**src/rtl/dec_ram_reader.sv**
```systemverilog
// Read-out engine for the decoded-bit RAM: reads one bank bit by bit and streams
// LSB-first packed words on a valid/ready port, with one staging word for backpressure.
module dec_ram_reader #(
  parameter int A_WIDTH   = 8,
  parameter int OUT_WIDTH = 8
) (
  input  logic                 clk,
  input  logic                 rst_n,
  input  logic                 start,
  input  logic                 bank,
  output logic                 busy,
  output logic                 done,
  output logic                 ram_cs,
  output logic                 ram_we,
  output logic                 ram_rs,
  output logic [A_WIDTH-1:0]   ram_addr,
  output logic                 ram_din,
  input  logic                 ram_dout,
  output logic [OUT_WIDTH-1:0] m_data,
  output logic                 m_valid,
  input  logic                 m_ready,
  output logic                 m_last
);

  localparam int CW = (OUT_WIDTH > 1) ? $clog2(OUT_WIDTH) : 1;
  localparam logic [CW-1:0]      CNT_MAX  = CW'(OUT_WIDTH - 1);
  localparam logic [A_WIDTH-1:0] ADDR_MAX = '1;

  typedef enum logic [1:0] {IDLE, RUN, DRAIN, FIN} state_t;

  state_t               state;
  logic [CW-1:0]        pack_cnt;
  logic [OUT_WIDTH-1:0] pack;
  logic                 stg_valid;
  logic                 stg_last;
  logic [OUT_WIDTH-1:0] stg_data;

  logic [OUT_WIDTH-1:0] word_new;
  logic [1:0]           occ;
  logic                 word_done;
  logic                 word_last;

  assign ram_we  = 1'b0;
  assign ram_din = 1'b0;

  // A read is captured on the edge closing its cycle; if that bit completes a
  // word it needs a free slot in the output/staging pair after that edge.
  always_comb begin
    word_new           = pack;
    word_new[pack_cnt] = ram_dout;
    occ                = 2'(m_valid & ~m_ready) + 2'(stg_valid);
    ram_cs             = (state == RUN) && ((pack_cnt != CNT_MAX) || (occ != 2'd2));
    word_done          = ram_cs && (pack_cnt == CNT_MAX);
    word_last          = ram_cs && (ram_addr == ADDR_MAX);
  end

  always_ff @(posedge clk or negedge rst_n) begin
    if (!rst_n) begin
      state     <= IDLE;
      busy      <= 1'b0;
      done      <= 1'b0;
      ram_rs    <= 1'b0;
      ram_addr  <= '0;
      pack_cnt  <= '0;
      pack      <= '0;
      stg_valid <= 1'b0;
      stg_last  <= 1'b0;
      stg_data  <= '0;
      m_valid   <= 1'b0;
      m_data    <= '0;
      m_last    <= 1'b0;
    end else begin
      if (ram_cs) begin
        pack     <= word_new;
        pack_cnt <= word_done ? '0 : pack_cnt + 1'b1;
        if (ram_addr != ADDR_MAX) ram_addr <= ram_addr + 1'b1;
      end

      // Staging always feeds the output register first to keep word order.
      if (!m_valid || m_ready) begin
        if (stg_valid) begin
          m_valid   <= 1'b1;
          m_data    <= stg_data;
          m_last    <= stg_last;
          stg_valid <= word_done;
          if (word_done) begin
            stg_data <= word_new;
            stg_last <= word_last;
          end
        end else if (word_done) begin
          m_valid <= 1'b1;
          m_data  <= word_new;
          m_last  <= word_last;
        end else begin
          m_valid <= 1'b0;
          m_last  <= 1'b0;
        end
      end else if (word_done) begin
        stg_valid <= 1'b1;
        stg_data  <= word_new;
        stg_last  <= word_last;
      end

      case (state)
        IDLE: if (start) begin
          state    <= RUN;
          busy     <= 1'b1;
          ram_rs   <= bank;
          ram_addr <= '0;
        end
        RUN: if (word_last) state <= DRAIN;
        DRAIN: if (m_valid && m_ready && m_last) begin
          state <= FIN;
          done  <= 1'b1;
        end
        FIN: begin
          state  <= IDLE;
          done   <= 1'b0;
          busy   <= 1'b0;
          ram_rs <= 1'b0;
        end
        default: state <= IDLE;
      endcase
    end
  end

endmodule

```
**config.mk**
```make
export PLATFORM = sky130hd
export DESIGN_NAME = dec_ram_reader
export DESIGN_NICKNAME = d
export VERILOG_FILES = /design/src/rtl/dec_ram_reader.sv
export SDC_FILE = /design/constraint.sdc
export NUM_CORES = 1
export LEC_CHECK = 0
export ABC_AREA = 1
export CORE_ASPECT_RATIO = 2
export CORE_MARGIN = 8
export CORE_UTILIZATION = 30
export DETAILED_ROUTE_END_ITERATION = 10
export GPL_TIMING_DRIVEN = 0
export SKIP_CTS_REPAIR_TIMING = 1
export SLEW_MARGIN = 40
export SYNTH_ARGS = -nofsm -noshare
export SYNTH_HDL_FRONTEND = slang
export SYNTH_SLANG_ARGS = --single-unit
```
**constraint.sdc**
```tcl
create_clock -name clk -period 2 [get_ports clk]
set_input_delay 0.2 -clock clk [delete_from_list [all_inputs] [get_ports clk]]
set_output_delay 0.2 -clock clk [all_outputs]
set_load 0.005 [all_outputs]
```
==> results.tsv, run 1 <==
stage	metric	value	unit
final_layout	fill cell count	784	
pwr	VDD IR-drop max	0.000560	V
critical_path	Worst Setup SP	pack_cnt[0]$_DFFE_PN0N_	
logic_synthesis	Main synth FF type	dfrtp_1	
logic_synthesis	flip-flop and latch count after synthesis	44	
final_layout	Finished Layout Cells	429	
place	Buffers on Ports	27	
die	Cell Rows	46	
drt	drt pass-1 iters	5	
pwr	Clock power frac	0.214	
logic_synthesis	Async SR Flop Fraction	1.00	
logic_synthesis	Distinct cells, synth	34	
critical_path	crit path capture type	output pin	
timing	final setup vio count	0	
timing	Final Slew Violations	0	
logic_synthesis	Post-synth EDFFs	0	
clocking	CTS H-tree lvls	2	
drt	DR iter-0 viols	101	
die	die span in y	143	um
logic_synthesis	synthesized instance count	287	
drt	number of remaining DRC errors	0	
critical_path	reg2reg setup slack	0.30	ns
clocking	Clock Pin Slew Worst Setup and Hold Paths	0.06	ns
pwr	Tot Pwr	4.28	mW
clocking	Clock Path Buffers	2	
logic_synthesis	Syn Std Cell Area	0.00242	mm2
timing	Worst Skew	0.00588	ns
die	core area	0.00789	mm2
critical_path	crit path to	ram_cs	
pwr	logic gate share of total power	0.472	
timing	RSZ-0062 raised after global routing	no	
timing	Final min period	1.91	ns
pwr	internal power	2.73	mW
grt	vias in the first global route	1880	
final_layout	Ant. Diodes	0	
final_layout	Layout Area Growth over Synthesis	27.7	%
run_status	run status	finished, final reports clean	
grt	largest net degree at the start of global routing	39	
clocking	Worst-Skew Late Latency	0.29	ns
worst_hold_path	Hold Crit Class	primary input to async pin	
die	Die Span X	79.5	um
clocking	TritonCTS Buffers	5	
pwr	net switching power	1.56	mW
timing	f_max	524	MHz
grt	Total GRT Usage	0.102	
critical_path	CP required	1.80	ns
logic_synthesis	Seq/Total Area, Yosys	0.456	
grt	met2 Usage GRT	0.195	
grt	initial antenna violation count	0	
pwr	Power Density	1390	mW/mm2
final_layout	commonest non-fill, non-tap cell in the layout	nand2_1	
logic_synthesis	average cell area after synthesis	8.42	um2
die	Initial Util	0.306	
critical_path	crit path DAT	1.71	ns
drt	via/cell ratio	4.57	
pwr	Static Leakage	1.44	nW
grt	grt met1 use	0.0959	
final_layout	Layout Nets	345	
final_layout	most frequent cells in the layout	nand2_1, dfrtp_1, inv_1	
timing	Final Hold Violating Endpoints	0	
grt	first-pass GRT wire length	8.91	mm
clocking	TritonCTS clock tree	done	
timing	fin crit share	0.953	
drt	Via Count	1961	
critical_path	worst setup path class	flip-flop to output pin	
critical_path	Worst Reg2Reg Path Length in Cells	11	
critical_path	CP Max Fanout	10	
critical_path	startpoint types	flip-flop	
drt	Post-DRT Antenna Nets	0	
grt	GR peak layer	met2	
logic_synthesis	Synth warnings	0	
drt	DRT Wirelength	5.44	mm
clocking	CTS root buf	clkbuf_16	
critical_path	worst r2r dst	pack[5]$_DFFE_PN0N_	
die	Boundary Pins	30	
clocking	TritonCTS Sinks	44	
place	hpwl dp	4.28	mm
pwr	switching share of total power	0.364	
final_layout	layout cells sized above 1	0.189	
run	max_cap viols	0	
pwr	Flop pwr share	0.313	
place	Post-Place Cells	412	
grt	routing usage on met3	0.0208	
grt	grt ovf	0	
critical_path	worst r2r src	pack_cnt[0]$_DFFE_PN0N_	
drt	routed len/inst	12.7	um
die	Die ar.	0.0114	mm2
place	GPL Wtd Cong	0.819	
[worst min path at each step]
stage	slack, ns	end
after floorplan	-0.1	busy$_DFFE_PN0P_
after global placement	0.46	pack[6]$_DFFE_PN0N_
after detailed placement	0.03	ram_addr[1]$_DFF_PN0_
after CTS	-0.29	ram_addr[2]$_DFF_PN0_
after global routing	0.27	m_last$_DFFE_PN0P_
final	0.27	ram_addr[2]$_DFF_PN0_
[sequential cells by signal, indices dropped and copies added, names as in the netlist]
name / count
stg_last: 1
stg_data: 8
ram_rs: 1
pack: 8
ram_addr: 8
done: 1
pack_cnt: 3
state: 2
m_data: 8
m_last: 1
busy: 1
stg_valid: 1
m_valid: 1
[routing by layer]
metal,up-vias,share of wire
li1,1014,-
met5,-,0
met2,42,0.57
met4,0,0.021
met3,7,0.036
met1,898,0.37
[kinds of logic (layout without fill, tap and decap cells)]
kind of cell	count (synthesis)	count (layout)	share of synthesized area
AO/OA/AOI/OAI	47	47	0.135
adder cells (fa/ha/maj)	7	7	0.0362
buffers and inverters	40	85	0.0974
flip-flops	44	44	0.456
multiplexers	1	1	0.00466
other	1	2	0.00155
AND/OR/NAND/NOR	147	147	0.270
[synth_stat cells (3+ instances only)]
library cell  number  area (um2)
ha_1               7        87.6
nor2_2             3        18.8
buf_4              3        22.5
nor3_1             3        15.0
nand2_1           85         319
a31oi_1            4        25.0
inv_1             27         101
nand2_2            4        25.0
o21ai_2            6        52.6
buf_6              3        33.8
or2_2              5        31.3
nor2_1            18        67.6
nand3_1           22         110
a21oi_2            3        26.3
o21ai_1            8        40.0
nand3_2            3        30.0
dfrtp_1           44        1100
o21ai_0           14        70.1
o211ai_1           5        37.5
[metrics by stage]
stage / hold slack (ns) / area [um2] / utilization / setup slack [ns] / TNS [ns]
floorplan: -0.0956 / 2420 / - / 0.365 / 0
global placement: 0.456 / 2810 / 0.356 / -0.598 / -26.34
detailed placement: 0.0284 / 2830 / 0.359 / -0.206 / -0.206
CTS: -0.286 / 2990 / 0.379 / -0.522 / -0.522
global route: 0.272 / 3080 / 0.391 / 0.0152 / 0
finish: 0.268 / 3080 / 0.391 / 0.0932 / 0
[critical path, cell delays in order (launching register included)]
cell	delay, ns
dfrtp_2	0.42
ha_2	0.20
ha_4	0.18
inv_2	0.07
nand2_2	0.07
nand2_4	0.11
buf_12	0.12
buf_12	0.13
dlymetal6s2s_1	0.13
[cell type report]
cell class,instances,area [um2],share of cell area
repair buffers,37,360,0.117
inverters,29,116,0.0377
clock inverters,2,35.0,0.0114
multi-input cells,204,1100,0.357
flip-flops and latches,44,1100,0.358
well taps,96,120,0.0389
plain buffers,11,119,0.0385
clock buffers,6,129,0.0418
[power groups by stage]
stage / combinational (mW) / clock, mW / sequential (mW)
after floorplan: 1.27 / 0 / 1.34
after global placement: 1.84 / 0 / 1.35
after detailed placement: 1.88 / 0 / 1.36
after CTS: 1.89 / 0.958 / 1.35
after global routing: 2.26 / 0.994 / 1.39
final: 2.02 / 0.919 / 1.34
Power figures use the tool's default switching activity.
==> inputs of run 2 (changes only) <==
Settings changed: GPL_ROUTABILITY_DRIVEN set to 0.
==> results of run 2 <==
Final layout, timing and power as in run 1 (identical DEF).
==> variant, RTL diff (settings of run 2) <==
Reset style: synchronous (`rst_n`), changed in one clocked block.
--- a/src/rtl/dec_ram_reader.sv
+++ b/src/rtl/dec_ram_reader.sv
@@ -55,5 +55,5 @@
   end
 
-  always_ff @(posedge clk or negedge rst_n) begin
+  always_ff @(posedge clk) begin
     if (!rst_n) begin
       state     <= IDLE;
Check against the original RTL: differs if rst_n is asserted again (counterexample within 4 cycles, from zero or initial values and one cycle with rst_n low); with rst_n held inactive, the same outputs for 10 cycles.
==> variant against run 2 <==
Routed wire length fell by 1.4%; synthesized cell count rose by 11%; worst setup slack improved by 0.12 ns; synthesized area fell by 6.8%; sequential cell count did not move; design area fell by 9.2%.
Power is not compared: it rests on default switching activity, and its combinational part moved more than twofold at a synthesized area within 25%.
==> variant: results (changes against run 2) <==
- Critical path's slowest cell: dfxtp_2
- Ys async rst share: 0 (-1.00)
- Htree depth: 2 (unchanged)
- Number of global-route vias before repair: 2073 (+10%)
- Hpwl dp: 4220 um (-1.4%)
- Synth cell types: 35 (+2.9%)
- Ranking of synthesized cells by area: dfxtp_1, nand2_1, nor2_1, inv_1, o21ai_0
- Share of layout cells above drive strength 1: 0.118 (-0.0712)
- Wirelength per Cell: 12.0 um (-5.5%)
- VDD IR max: around 0.63 mV
- Post-Syn Area per Cell: 7.06 um2 (-16%)
- GRT Overall Usage: 0.107 (+0.00581)
- Most common cell after layout, fill and taps aside: nand2_1
- Initial DRC Count: 89 (-12%)
- Fill cells: 819 (+4.5%)
- Layout Skew: 0.00383 ns (-0.00205 ns)
- Hold crit path type: register to register
- CP Max Fanout: 10 (unchanged)
- Status: complete, no violations
- Pin count of the biggest net entering global routing: 16 (-59%)
- Post-synth top cells: nand2_1, nor2_1, dfxtp_1
- Worst EP arrival: 1.97 ns (+0.26 ns)
- Sequential element share of the synthesized area: 0.391 (-0.0646)
- Port bufs: 27 (unchanged)
- 1st-pass router iterations: 4 (-1)
- Longest Clk Path Bufs: 2 (unchanged)
- Nets: 368 (+6.7%)
- Vias: 2045 (+4.3%)
- Global-route wire length before repair: 9270 um (+4.0%)
- Total Wirelength: 5360 um (-1.4%)
- Dpl cells: 439 (+6.6%)
- Max incr delay on CP: 0.35 ns (-0.07 ns)
- Relative slew slack: 0.604
- Cell Int Power: around 1.8 mW
-- variant: stage by stage --
stage	total power, mW	instance area [um2]	setup WS [ns]	hold slack [ns]	util
after global routing	3.10	2800	0.129	0.487	0.386
after floorplan	1.78	2260	0.446	0.336	-
after global placement	2.06	2640	-0.0817	0.440	0.363
after CTS	2.93	2790	-0.422	0.460	0.384
final	2.89	2800	0.214	0.454	0.386
after detailed placement	2.08	2640	-0.0811	0.453	0.363
-- variant: final timing paths --
path,from,to,slack [ns],cells past startpoint
min,pack[3],pack[3],0.45,2
min reg2reg,pack[3],pack[3],0.45,2
max reg2reg,pack_cnt[0],pack_cnt[0],0.21,10
max,pack_cnt[0],pack_cnt[0],0.21,10
-- variant: power by group through the flow --
stage / Combinational (mW) / Clock, mW / Sequential, mW
2_1_floorplan: 0.706 / 0 / 1.08
3_3_place_gp: 0.976 / 0 / 1.09
3_5_place_dp: 0.986 / 0 / 1.09
4_1_cts: 0.992 / 0.865 / 1.07
5_1_grt: 1.11 / 0.901 / 1.09
6_report: 0.984 / 0.837 / 1.07
-- variant: layout make-up --
| class | instances | area, um2 | area share |
|---|---|---|---|
| Tap cell | 92 | 115 | 0.0411 |
| Multi-Input combinational cell | 228 | 1150 | 0.410 |
| Clock inverter | 3 | 23.8 | 0.00849 |
| Inverter | 39 | 154 | 0.0549 |
| Buffer | 8 | 63.8 | 0.0228 |
| Timing Repair Buffer | 29 | 288 | 0.103 |
| Sequential cell | 44 | 883 | 0.315 |
| Clock buffer | 5 | 125 | 0.0447 |
-- variant: routing by layer --
metal | global-route usage | routed length, um | vias up
met5 | 0 | 0 | -
met4 | 0.0661 | 138 | 0
met3 | 0.0208 | 144 | 6
met2 | 0.213 | 3070 | 26
met1 | 0.0918 | 2010 | 931
li1 | - | - | 1082
-- variant: logic make-up after synthesis --
group           count (synthesis)  synth area share
compound gates                 56             0.144
xor+xnor                        3            0.0117
fa+ha+maj                       7            0.0389
buf+inv                        48             0.102
flops                          44             0.391
other cells                     1           0.00167
simple gates                  160             0.311
-- variant: worst min-delay path: cells and delay by family (launching register included) --
family / cells / cell delay (ns)
AO/OA/AOI/OAI: 1 / 0.05
flip-flops: 1 / 0.30
buffers and inverters: 1 / 0.06
